## config.mk

```make
export PLATFORM = sky130hd
export DESIGN_NAME = irrigation_sequencer
export DESIGN_NICKNAME = d
export VERILOG_FILES = /design/src/rtl/irrigation_sequencer.sv
export SDC_FILE = /design/constraint.sdc
export NUM_CORES = 1
export LEC_CHECK = 0
export CELL_PAD_IN_SITES_DETAIL_PLACEMENT = 1
export CELL_PAD_IN_SITES_GLOBAL_PLACEMENT = 1
export CORE_AREA = 3 3 51 58
export CTS_BUF_LIST = sky130_fd_sc_hd__clkbuf_16
export DETAILED_ROUTE_END_ITERATION = 16
export DIE_AREA = 0 0 54 61
export PLACE_DENSITY_LB_ADDON = 0.1
export RECOVER_POWER = 25
export SETUP_SLACK_MARGIN = 0.5
export SLEW_MARGIN = 30
export SYNTH_ARGS = -nofsm -noshare
export SYNTH_HDL_FRONTEND = slang
export SYNTH_SLANG_ARGS = --single-unit
```

## constraint.sdc

```tcl
create_clock -name CLK -period 3.1 [get_ports CLK]
set_clock_uncertainty 0.05 [all_clocks]
set_input_delay 0.465 -clock CLK [delete_from_list [all_inputs] [get_ports CLK]]
set_output_delay 0.465 -clock CLK [all_outputs]
set_load 0.02 [all_outputs]
```

## src/rtl/irrigation_sequencer.sv

```systemverilog
// Tank-fed irrigation controller: IDLE/FILL/IRRIGATE/COOLDOWN/FAULT sequencer
// with a shared state timer and registered Moore outputs.
module irrigation_sequencer #(
   parameter int FILL_TIMEOUT = 1000,
   parameter int IRR_TIME     = 500,
   parameter int COOL_TIME    = 200
) (
   input  logic       CLK,
   input  logic       RESET,
   input  logic       LEVEL_LOW,
   input  logic       LEVEL_MID,
   input  logic       LEVEL_HIGH,
   input  logic       SOIL_DRY,
   input  logic       ACK,
   output logic       PUMP,
   output logic       VALVE_SPRINKLER,
   output logic       VALVE_DRIP,
   output logic       ALARM,
   output logic [2:0] STATE
);

   localparam int MAX_T_12  = (FILL_TIMEOUT > IRR_TIME) ? FILL_TIMEOUT : IRR_TIME;
   localparam int MAX_T     = (MAX_T_12 > COOL_TIME) ? MAX_T_12 : COOL_TIME;
   localparam int CNT_W_RAW = $clog2(MAX_T);
   localparam int CNT_W     = (CNT_W_RAW < 1) ? 1 : CNT_W_RAW;

   localparam logic [CNT_W-1:0] FILL_LAST = CNT_W'(FILL_TIMEOUT - 1);
   localparam logic [CNT_W-1:0] IRR_LAST  = CNT_W'(IRR_TIME - 1);
   localparam logic [CNT_W-1:0] COOL_LAST = CNT_W'(COOL_TIME - 1);
   localparam logic [CNT_W-1:0] CNT_MAX   = {CNT_W{1'b1}};
   localparam logic [CNT_W-1:0] CNT_ONE   = CNT_W'(1);
   localparam logic [CNT_W-1:0] CNT_ZERO  = {CNT_W{1'b0}};

   typedef enum logic [2:0] {
      ST_IDLE     = 3'd0,
      ST_FILL     = 3'd1,
      ST_IRRIGATE = 3'd2,
      ST_COOLDOWN = 3'd3,
      ST_FAULT    = 3'd4
   } state_t;

   // Level switches are nested; a higher mark wet with a lower one dry is a broken sensor.
   function automatic logic level_incoherent(input logic low, input logic mid, input logic high);
      return (high & ~mid) | (mid & ~low);
   endfunction

   state_t           state_r;
   state_t           next_state_s;
   logic [CNT_W-1:0] cnt_r;
   logic [CNT_W-1:0] cnt_next_s;
   logic             valve_sel_r;
   logic             valve_sel_next_s;
   logic             sensor_err_s;
   logic             pump_r;
   logic             sprinkler_r;
   logic             drip_r;
   logic             alarm_r;

   assign sensor_err_s = level_incoherent(LEVEL_LOW, LEVEL_MID, LEVEL_HIGH);

   // Next-state selection; a sensor error preempts every other transition.
   always_comb begin
      next_state_s = state_r;
      if (sensor_err_s && (state_r != ST_FAULT)) begin
         next_state_s = ST_FAULT;
      end else begin
         case (state_r)
            ST_IDLE: begin
               if (SOIL_DRY) begin
                  if (LEVEL_LOW) begin
                     next_state_s = ST_IRRIGATE;
                  end else begin
                     next_state_s = ST_FILL;
                  end
               end else begin
                  next_state_s = ST_IDLE;
               end
            end
            ST_FILL: begin
               if (LEVEL_HIGH) begin
                  next_state_s = ST_IRRIGATE;
               end else if (cnt_r == FILL_LAST) begin
                  next_state_s = ST_FAULT;
               end else begin
                  next_state_s = ST_FILL;
               end
            end
            ST_IRRIGATE: begin
               if (!LEVEL_LOW) begin
                  next_state_s = ST_FILL;
               end else if (!SOIL_DRY) begin
                  next_state_s = ST_COOLDOWN;
               end else if (cnt_r == IRR_LAST) begin
                  next_state_s = ST_COOLDOWN;
               end else begin
                  next_state_s = ST_IRRIGATE;
               end
            end
            ST_COOLDOWN: begin
               if (cnt_r == COOL_LAST) begin
                  next_state_s = ST_IDLE;
               end else begin
                  next_state_s = ST_COOLDOWN;
               end
            end
            ST_FAULT: begin
               if (ACK && !sensor_err_s) begin
                  next_state_s = ST_IDLE;
               end else begin
                  next_state_s = ST_FAULT;
               end
            end
            default: begin
               next_state_s = ST_FAULT;
            end
         endcase
      end
   end

   // Shared timer restarts on any state change and saturates otherwise.
   always_comb begin
      cnt_next_s = cnt_r;
      if (next_state_s != state_r) begin
         cnt_next_s = CNT_ZERO;
      end else if (cnt_r == CNT_MAX) begin
         cnt_next_s = cnt_r;
      end else begin
         cnt_next_s = cnt_r + CNT_ONE;
      end
   end

   // Valve choice is captured from LEVEL_MID only on the edge that enters IRRIGATE.
   always_comb begin
      valve_sel_next_s = valve_sel_r;
      if ((next_state_s == ST_IRRIGATE) && (state_r != ST_IRRIGATE)) begin
         valve_sel_next_s = LEVEL_MID;
      end else begin
         valve_sel_next_s = valve_sel_r;
      end
   end

   // State, timer, valve choice and output registers; outputs track the new state code.
   always_ff @(posedge CLK) begin
      if (RESET) begin
         state_r     <= ST_IDLE;
         cnt_r       <= CNT_ZERO;
         valve_sel_r <= 1'b0;
         pump_r      <= 1'b0;
         sprinkler_r <= 1'b0;
         drip_r      <= 1'b0;
         alarm_r     <= 1'b0;
      end else begin
         state_r     <= next_state_s;
         cnt_r       <= cnt_next_s;
         valve_sel_r <= valve_sel_next_s;
         pump_r      <= (next_state_s == ST_FILL);
         sprinkler_r <= (next_state_s == ST_IRRIGATE) & valve_sel_next_s;
         drip_r      <= (next_state_s == ST_IRRIGATE) & ~valve_sel_next_s;
         alarm_r     <= (next_state_s == ST_FAULT);
      end
   end

   assign PUMP            = pump_r;
   assign VALVE_SPRINKLER = sprinkler_r;
   assign VALVE_DRIP      = drip_r;
   assign ALARM           = alarm_r;
   assign STATE           = state_r;

endmodule

```

---- After elaboration in Yosys (flattened, before gate mapping) ----
Cells that the tools add are included.
operators by class
  $add $sub $neg .......................... 1
  equal/unequal tests ..................... 14
  mux-type cells .......................... 12
  bitwise operators ....................... 8
  reduce and logical (&&, ||, !) cells .... 6
operators with widths
  operator                 number
  $eq A10 B10 Y1 const B   2
  $mux W3                  5
  $pmux W3 S5              1
  $add A10 B1 Y10 const B  1
  $eq A10 B8 Y1 const B    1
  $eq A10 B9 Y1 const B    1
  $eq A3 B2 Y1 const B     3
  $eq A3 B1 Y1 const B     2
  $eq A3 B3 Y1 const B     2
  $mux W2                  3
  $and A1 B1 Y1            4
  $logic_and A1 B1 Y1      3
  $logic_not A3 Y1         1
  $mux W1                  3
  $ne A3 B2 Y1 const B     1
  $ne A3 B3 Y1             1
  $ne A3 B3 Y1 const B     1
  $not A1 Y1               3
  $reduce_or A2 Y1         1
  $logic_not A1 Y1         1
  $or A1 B1 Y1             1
word-level totals
  flip-flop bits (word level) ............. 18
  input bits .............................. 7
  output and inout bits ................... 7
  word-level logic and storage cells ...... 48

---- Logic depth before layout (Yosys ltp) ----
Gate-level depths: netlist of run 1.
  depth in word-level cells ............... 13
  gate-level depth with buffers ........... 7
  depth with buffers taken out ............ 7

---- Worst setup path after synthesis of run 1 ----
No wires, ideal clock.
  path kind ............................... flip-flop to flip-flop
  from .................................... register state_r[0], in the netlist STATE[0]
  to ...................................... register cnt_r[0]
  library setup time ...................... 133 ps
  arrival time ............................ 1832 ps
  data required time ...................... 2917 ps
  slack ................................... 1085 ps
  cell stages (with the launch flop) ...... 8
  path buffers ............................ 1
  clock period less this slack ............ 2015 ps
  cell sequence ........................... dfxtp_1 > buf_6 > or4b_4 > a22oi_2 > a211o_2 > o21bai_1 > mux2i_4 > nor3_1
between the ends
  word-level cells in the longest chain between the ends .. 5
  elaborated cells between the ends (all ways) .. 11
  those cells by class .................... eq/ne (6); mux (2); reduce/logical (3)
ends and longest elaborated chain
  item                                                RTL line  text
  from (decl)                                         47        state_t state_r;
  from (signal assigned)                              153       state_r <= next_state_s;
  $eq A3 B3 Y1 (tied with other cells)                67        case (state_r)
  $pmux W3 S5 or $logic_and A1 B1 Y1 (tied branches)  67, 64
  $mux W3                                             64        if (sensor_err_s && (state_r != ST_FAULT)) begin
  $ne A3 B3 Y1 (*)                                    123       if (next_state_s != state_r) begin
  $reduce_or A2 Y1 (no source line) (*)               n/a
  to (signal assigned)                                154       cnt_r <= cnt_next_s;
  to (decl)                                           49        logic [CNT_W-1:0] cnt_r;
Every way passes the cells marked *; elsewhere a longest branch is shown, timed or not.
A chain may end at the register's enable or synchronous reset.

---- Worst setup path in the final report of run 1 ----
  from .................................... input port LEVEL_LOW
  to ...................................... register cnt_r[3]
between the ends
  word-level cells in the longest chain between the ends .. 10
  elaborated cells between the ends (all ways) .. 14
  those cells by class .................... eq/ne (1); mux (6); bitwise (3); reduce/logical (4)
ends and longest elaborated chain
  item                                   RTL line  text
  from (decl)                            10        input logic LEVEL_LOW,
  $not A1 Y1                             44        return (high & ~mid) | (mid & ~low);
  $and A1 B1 Y1                          44
  $or A1 B1 Y1                           44
  $logic_not A1 Y1                       107       if (ACK && !sensor_err_s) begin
  $logic_and A1 B1 Y1                    107
  $mux W3                                107
  $pmux W3 S5                            67
  $mux W3 (*)                            64
  $ne A3 B3 Y1 (*)                       123
  $reduce_or A2 Y1 (no source line) (*)  n/a
Marked as above.

==> flow_summary_export.csv, run 1 <==
group,metric,value,unit
status,status,"finished clean",
clock_network,cts_setup_buffers,0,
final_layout,fin_area,0.00125,mm^2
sta,fin_crit_sh,81.9,%
critical_path,crit_buf_inv,1,
worst_hold_path,min_path_cells,2,
final_layout,nets,135,
critical_path,cp_slowest_cell,"dlygate4sd3_1",
global_routing,grt_util_all_layers,17.3,%
yosys,syn_nets,120,
placed_design,dpl_worst_slack,0.422,ns
clock_network,cts-root-buf,"clkbuf_16",
clock_network,postCtsResizedCells,0,
critical_path,end_kind,"register",
pwr,p_total,0.615,mW
routing,ant_nets,0,
sta,slew_headroom,59.2,%
final_layout,final_layout_size_suffix_gt1_share,11.1,%
global_routing,grt_max_degree,13,
clock_network,postCtsHoldBufs,0,
critical_path,startpoint_type,"primary input",
global_routing,gr-total-overflow,0,
sta,report.final.setup_viol,0,
floorplan,die_w,54,um
critical_path,cp.required,3.21,ns
routing,via_per_inst,5.76,
global_routing,grt_pass1_vias,919,
pwr,peakVddDrop,0.000425,V
routing,dr.pass1.iters,4,
critical_path,max_stage_delay,0.60,ns
routing,wl,2440,um
worst_hold_path,hp-class,"register to register",
floorplan,coreArea,0.00245,mm^2
final_layout,area.sequential,360,um^2
clock_network,cts_htree_levels,1,
sta,hold_viol_final,0,
critical_path,path_cells,"dlygate4sd3_1 > nand2_1 > o21ai_0 > o21ai_0 > or3_1 > o2111ai_4 > nor4_2",
pwr,p_leak,0.476,nW
flow_run,maxCapViolations,0,
yosys,synth-main-ff-cell,"dfxtp_1",
sta,clock.fmax,0.394,GHz
critical_path,crit_family,"compound AO/OA/AOI/OAI gates",
placed_design,port_buffers,13,
yosys,yosysTopAreaCellShare,34.9,%
final_layout,areaGrowthSynthToFinish,21.3,%
pwr,cellPowerDensity,491,mW/mm^2
clock_network,clk_path_buf_depth,2,
floorplan,start_util,42.2,%
floorplan,die-height,61,um
yosys,ys_warn_count,0,
clock_network,insertion_delay,0.25,ns
critical_path,reg2reg_from,"STATE[0]",
routing,drtIter0Drc,4,
yosys,synth_cells,112,
routing,drc,0,
sta,layout_setup_ws,0.562,ns
yosys,synth_largest_area_cell,"dfxtp_1",
yosys,synth-edff-count,0,
clock_network,clk_pin_slew,0.05,ns
yosys,synth_cell_types,40,
critical_path,path_common_cell,"o21ai_0",
placed_design,gp_congestion,0.751,
placed_design,hpwl,1900,um
sta,rsz0062_at_grt,"false",
critical_path,r2r_slack,0.89,ns
final_layout,num_antenna_cells,0,
sta,slew_violations,0,
critical_path,worst_ep_arrival_time,2.65,ns
global_routing,grt_pass1_wl,4100,um
clock_network,cts_made_buffers,3,
critical_path,rr_worst_depth,6,
yosys,synth_area_leaders,"dfxtp_1 35%, mux2i_1 5.8%, nor3_1 5.3%",
worst_hold_path,hp-start,"valve_sel_r",
sta,holdWs,0.483,ns
critical_path,crit_type,"primary input to register",
clock_network,cts_tree,"done",
sta,totalNegativeSetupSlack,0,ns
worst_hold_path,min_to,"valve_sel_r",
yosys,async_flop_share,0,%
clock_network,cts.sinks,18,
floorplan,rows,19,
yosys,ys_ff_latch,18,
floorplan,design.portCount,14,
yosys,synth_area,0.00103,mm^2
final_layout,multi_input_area,641,um^2
floorplan,fp.dieArea,0.00329,mm^2
routing,vias,905,
yosys,yosysSeqAreaShare,34.9,%
sta,worstMarginPinSlew,0.605,ns
sta,finalCriticalPeriod,2.54,ns
critical_path,r2r_end,"cnt_r[4]",
critical_path,cp_max_fo,10,
global_routing,antenna_found_initial,0,
placed_design,placed_cell_area,0.00117,mm^2
routing,wire_per_inst,15.6,um
final_layout,fillers,287,
yosys,avgSynthCellArea,9.22,um^2
per-layer routing:
layer | part of all wire, % | GRT usage, % | vias up
met4 | 0.41 | 6.41 | 0
met3 | 4.7 | 5.41 | 2
met5 | 0 | 0 | -
li1 | - | - | 449
met1 | 41 | 18.1 | 438
met2 | 54 | 31.8 | 16
registers in the layout, summed over array words and instances, names as in the netlist:
name	count
STATE	3
cnt_r	10
PUMP	1
VALVE_DRIP	1
VALVE_SPRINKLER	1
valve_sel_r	1
ALARM	1
through the flow:
stage	std cells	util [%]
floorplan	112	-
global placement	153	47.9
detailed placement	153	47.9
CTS	157	51.1
global route	157	51.1
finish	157	51.1
power by group:
| group | leakage (nW) | internal [mW] | total [mW] | switching (mW) |
|---|---|---|---|---|
| sequential | 0.146 | 0.243 | 0.256 | 0.0131 |
| clock | 0.0385 | 0.171 | 0.254 | 0.0832 |
| combinational | 0.291 | 0.0459 | 0.105 | 0.0589 |
area by class of cell:
| cell class | instances | area share [%] |
|---|---|---|
| sequential | 18 | 28.8 |
| tap | 31 | 3.10 |
| timing repair buffer | 13 | 10.4 |
| clock buffer | 3 | 5.99 |
| multi-input combinational | 90 | 51.1 |
| inverter | 1 | 0.300 |
| clock inverter | 1 | 0.300 |
tightest hold or removal path, stage by stage (launching register included):
cell	delay, ns
dfxtp_1	0.34
mux2i_1	0.08
nor2_1	0.08
worst max-delay path by stage:
stage               from       end  cells after the start
2_1_floorplan   STATE[0]  cnt_r[0]                      7
3_3_place_gp   LEVEL_MID  cnt_r[3]                      7
3_5_place_dp   LEVEL_LOW  cnt_r[3]                      7
4_1_cts        LEVEL_LOW  cnt_r[3]                      7
5_1_grt        LEVEL_LOW  cnt_r[0]                      7
6_report       LEVEL_LOW  cnt_r[3]                      7
logic make-up (layout without fill, tap and decap cells):
kind of cell | Yosys count | in the layout | share of synthesized area (%)
AND/OR/NAND/NOR | 56 | 56 | 31.8
buffers and inverters | 4 | 18 | 3.03
XOR/XNOR | 2 | 2 | 1.70
adder cells (fa/ha/maj) | 1 | 1 | 1.21
AO/OA/AOI/OAI | 23 | 23 | 18.3
flip-flops | 18 | 18 | 34.9
multiplexers | 8 | 8 | 9.09
cells in the final DEF, fill, tap and decap left out, drive strengths merged:
| master | synthesis | final |
|---|---|---|
| a21oi | 4 | 4 |
| a31oi | 4 | 4 |
| and3b | 1 | 1 |
| dfxtp | 18 | 18 |
| clkinv | 0 | 1 |
| nor4b | 1 | 1 |
| nand2b | 1 | 1 |
| inv | 1 | 1 |
| nand3 | 4 | 4 |
| ha | 1 | 1 |
| a311oi | 1 | 1 |
| a21boi | 1 | 1 |
| clkdlybuf4s50 | 0 | 8 |
| clkbuf | 0 | 3 |
| or2 | 2 | 2 |
| or3 | 1 | 1 |
| nand4 | 2 | 2 |
| and4bb | 1 | 1 |
| o21ai | 6 | 6 |
| nor4 | 1 | 1 |
| and3 | 7 | 7 |
| nand3b | 2 | 2 |
| o21bai | 2 | 2 |
| xnor2 | 2 | 2 |
| or4b | 1 | 1 |
| a22oi | 1 | 1 |
| o2111ai | 1 | 1 |
| mux2 | 1 | 1 |
| a211o | 1 | 1 |
| mux2i | 7 | 7 |
| and4 | 1 | 1 |
| nand2 | 7 | 7 |
| a2111oi | 1 | 1 |
| nor2 | 9 | 9 |
| dlygate4sd3 | 0 | 5 |
| and2b | 2 | 2 |
| nor3 | 11 | 11 |
| o22ai | 1 | 1 |
| and2 | 2 | 2 |
Yosys cell counts (2+ instances only):
library cell	number
and2_1	2
buf_6	2
and3_1	7
nor2_1	9
dfxtp_1	18
nand4_1	2
nand2_1	7
a21oi_1	4
xnor2_1	2
a31oi_1	4
o21bai_1	2
nand3_1	4
nor3_1	11
mux2i_1	6
nand3b_1	2
o21ai_0	6
Power figures use the tool's default switching activity.
==> run 2: changes to the inputs <==
Settings changed: CORE_AREA 3 3 51 58 to 3 3 56 63, DIE_AREA 0 0 54 61 to 0 0 59 66.
Clock period 3.1 ns to 2.1 ns, I/O delays scaled along.
==> run 2 against run 1 <==
Net effect:
- flip-flop and latch count unchanged
- sequential share of layout area decreased by 6.5 points
- critical path type is now register to register
- clock power increased by 51%
- sequential power increased by 45%
- largest power group is now clock
- routed wire length increased by 37%
- critical path depth increased by 1
- total power increased by 73%
- die area increased by 18%
- first-iteration DRC count increased to 12 times the previous value
==> flow_summary_export.csv, run 2 (same netlist as run 1, synthesis figures left out) <==
group,metric,value,unit
global_routing,grt_use_met1,20.1,%
global_routing,antenna_found_initial,0,
sta,hold_viol_final,0,
pwr,pwr-share-seq,35.0,%
pwr,peakVddDrop,0.000461,V
pwr,p_total,1.06,mW
routing,drc,0,
global_routing,grt_busiest_layer,"met2",
final_layout,layout_common_cells,"24 x buf_4, 13 x dfxtp_1, 8 x nor2_1, 7 x and3_1, 7 x nand2_1",
pwr,power_switching,0.287,mW
critical_path,crit_type,"register to register",
floorplan,die_w,59,um
pwr,sw_frac_of_total,27.1,%
global_routing,grt_util_all_layers,18.8,%
routing,wire_per_inst,17.6,um
pwr,p_leak,0.664,nW
pwr,power_frac_comb,28.9,%
routing,dr.pass1.iters,4,
floorplan,fp.dieArea,0.00389,mm^2
final_layout,layout_commonest_cell,"buf_4",
critical_path,max_stage_delay,0.36,ns
final_layout,nets,165,
global_routing,grt_pass1_wl,5570,um
sta,worstMarginPinSlew,0.436,ns
pwr,cellPowerDensity,637,mW/mm^2
clock_network,cts.sinks,18,
flow_run,maxCapViolations,0,
pwr,power.internal,0.774,mW
critical_path,r2r_end,"cnt_r[2]",
placed_design,placed_cell_area,0.00136,mm^2
final_layout,num_antenna_cells,0,
sta,report.final.setup_viol,0,
floorplan,design.portCount,14,
global_routing,gr-total-overflow,0,
placed_design,port_buffers,13,
final_layout,final_layout_size_suffix_gt1_share,44.2,%
critical_path,crit_buf_inv,1,
worst_hold_path,min_path_cells,2,
sta,holdWs,0.454,ns
pwr,clkPwrFrac,36.1,%
worst_hold_path,min_to,"valve_sel_r",
clock_network,insertion_delay,0.25,ns
sta,clock.fmax,0.490,GHz
clock_network,cts_tree,"done",
sta,rsz0062_at_grt,"true",
routing,drtIter0Drc,48,
sta,slew_violations,0,
floorplan,start_util,34.5,%
routing,vias,1050,
critical_path,worst_ep_arrival_time,2.14,ns
critical_path,rr_worst_depth,8,
routing,via_per_inst,5.53,
final_layout,areaGrowthSynthToFinish,61.3,%
sta,fin_crit_sh,97.1,%
global_routing,grt_use_met3,3.13,%
final_layout,fin_area,0.00167,mm^2
status,status,"finished clean",
floorplan,rows,21,
critical_path,r2r_slack,0.06,ns
clock_network,cts_made_buffers,3,
worst_hold_path,hp-class,"register to register",
global_routing,grt_pass1_vias,1195,
clock_network,cts-root-buf,"clkbuf_16",
sta,slew_headroom,70.7,%
critical_path,startpoint_type,"register",
floorplan,coreArea,0.00300,mm^2
critical_path,cp_slowest_cell,"dfxtp_2",
clock_network,postCtsHoldBufs,0,
clock_network,clk_pin_slew,0.05,ns
floorplan,die-height,66,um
final_layout,largest_reg_flops,10,
global_routing,grt_max_degree,12,
critical_path,reg2reg_from,"cnt_r[1]",
global_routing,use_met2,36.2,%
final_layout,regMostFlops,"cnt_r",
placed_design,hpwl,2150,um
worst_hold_path,hp-start,"valve_sel_r",
clock_network,clk_path_buf_depth,2,
critical_path,cp.required,2.20,ns
sta,finalCriticalPeriod,2.04,ns
clock_network,cts_htree_levels,1,
critical_path,cp_max_fo,5,
critical_path,crit_family,"compound AO/OA/AOI/OAI gates",
placed_design,gp_congestion,0.736,
routing,wl,3340,um
routing,ant_nets,0,
critical_path,path_cells,"ha_4 > and4bb_2 > a31oi_4 > a21oi_4 > or3_4 > o2111ai_4 > buf_12 > a2111oi_4",
critical_path,end_kind,"register",
## run 2: cell types whose count changed in the layout (fill, tap and decap cells not counted), moves of 3 or more
cell	previous run	this run
o21ai_1	0	3
nor3_2	0	6
dlygate4sd2_1	0	5
buf_4	0	24
buf_6	0	4
dfxtp_2	0	3
o21ai_0	6	1
clkdlybuf4s50_1	8	4
nor3_1	11	5
dfxtp_1	18	13
## run 2: repair_timing
item / 4_1_cts / 5_1_grt
pin swaps: 5 / 3
gates cloned: 0 / 1
gates resized for setup: 25 / 14
setup buffers: 8 / 1
setup endpoints to repair: 20 / 19
## run 2: routing by layer
metal	wire [um]	vias to the layer above
met5	0	-
met1	1290	518
met2	1880	15
met4	61	0
li1	-	510
met3	105	7
## run 2: how the worst max path moves through the flow
stage / depth (start not counted) / startpoint / endpoint
finish: 8 / cnt_r[1] / cnt_r[2]
global route: 8 / cnt_r[1] / cnt_r[2]
CTS: 8 / cnt_r[1] / cnt_r[8]
detailed placement: 8 / LEVEL_HIGH / cnt_r[4]
global placement: 6 / LEVEL_HIGH / cnt_r[3]
floorplan: 6 / STATE[0] / cnt_r[3]
## run 2: layout make-up
cell class,instances,area (um^2)
clock buffer,3,75.1
timing repair buffer,43,388
inverter,1,3.75
clock inverter,1,3.75
tap,34,42.5
multi-input combinational,90,781
fill,331,1330
sequential,18,372
## run 2: stage by stage
stage	setup TNS (ns)	instances	setup WS [ns]	util, %
after floorplan	0	112	0.198	-
after global placement	-2.26	176	-0.225	45.2
after detailed placement	-2.62	176	-0.259	45.2
after CTS	0	188	0.124	52.7
after global routing	-0.0587	190	-0.0298	55.6
final	0	190	0.0602	55.6
## run 2: power by group through the flow
| stage | Sequential, mW | Clock (mW) | Combinational [mW] |
|---|---|---|---|
| 2_1_floorplan | 0.388 | 0 | 0.108 |
| 3_3_place_gp | 0.378 | 0 | 0.205 |
| 3_5_place_dp | 0.380 | 0 | 0.209 |
| 4_1_cts | 0.371 | 0.395 | 0.275 |
| 5_1_grt | 0.373 | 0.408 | 0.332 |
| 6_report | 0.371 | 0.383 | 0.306 |
## run 2: tightest hold or removal path, delay by kind of cell (launching register included)
kind          cells  cell delay (ns)
flops             1             0.33
mux               1             0.07
simple gates      1             0.07
==> run 3: changes to the inputs <==
Settings changed: CTS_CLUSTER_DIAMETER set to 60.
==> results of run 3 <==
Final layout, timing and power as in run 2 (identical DEF).
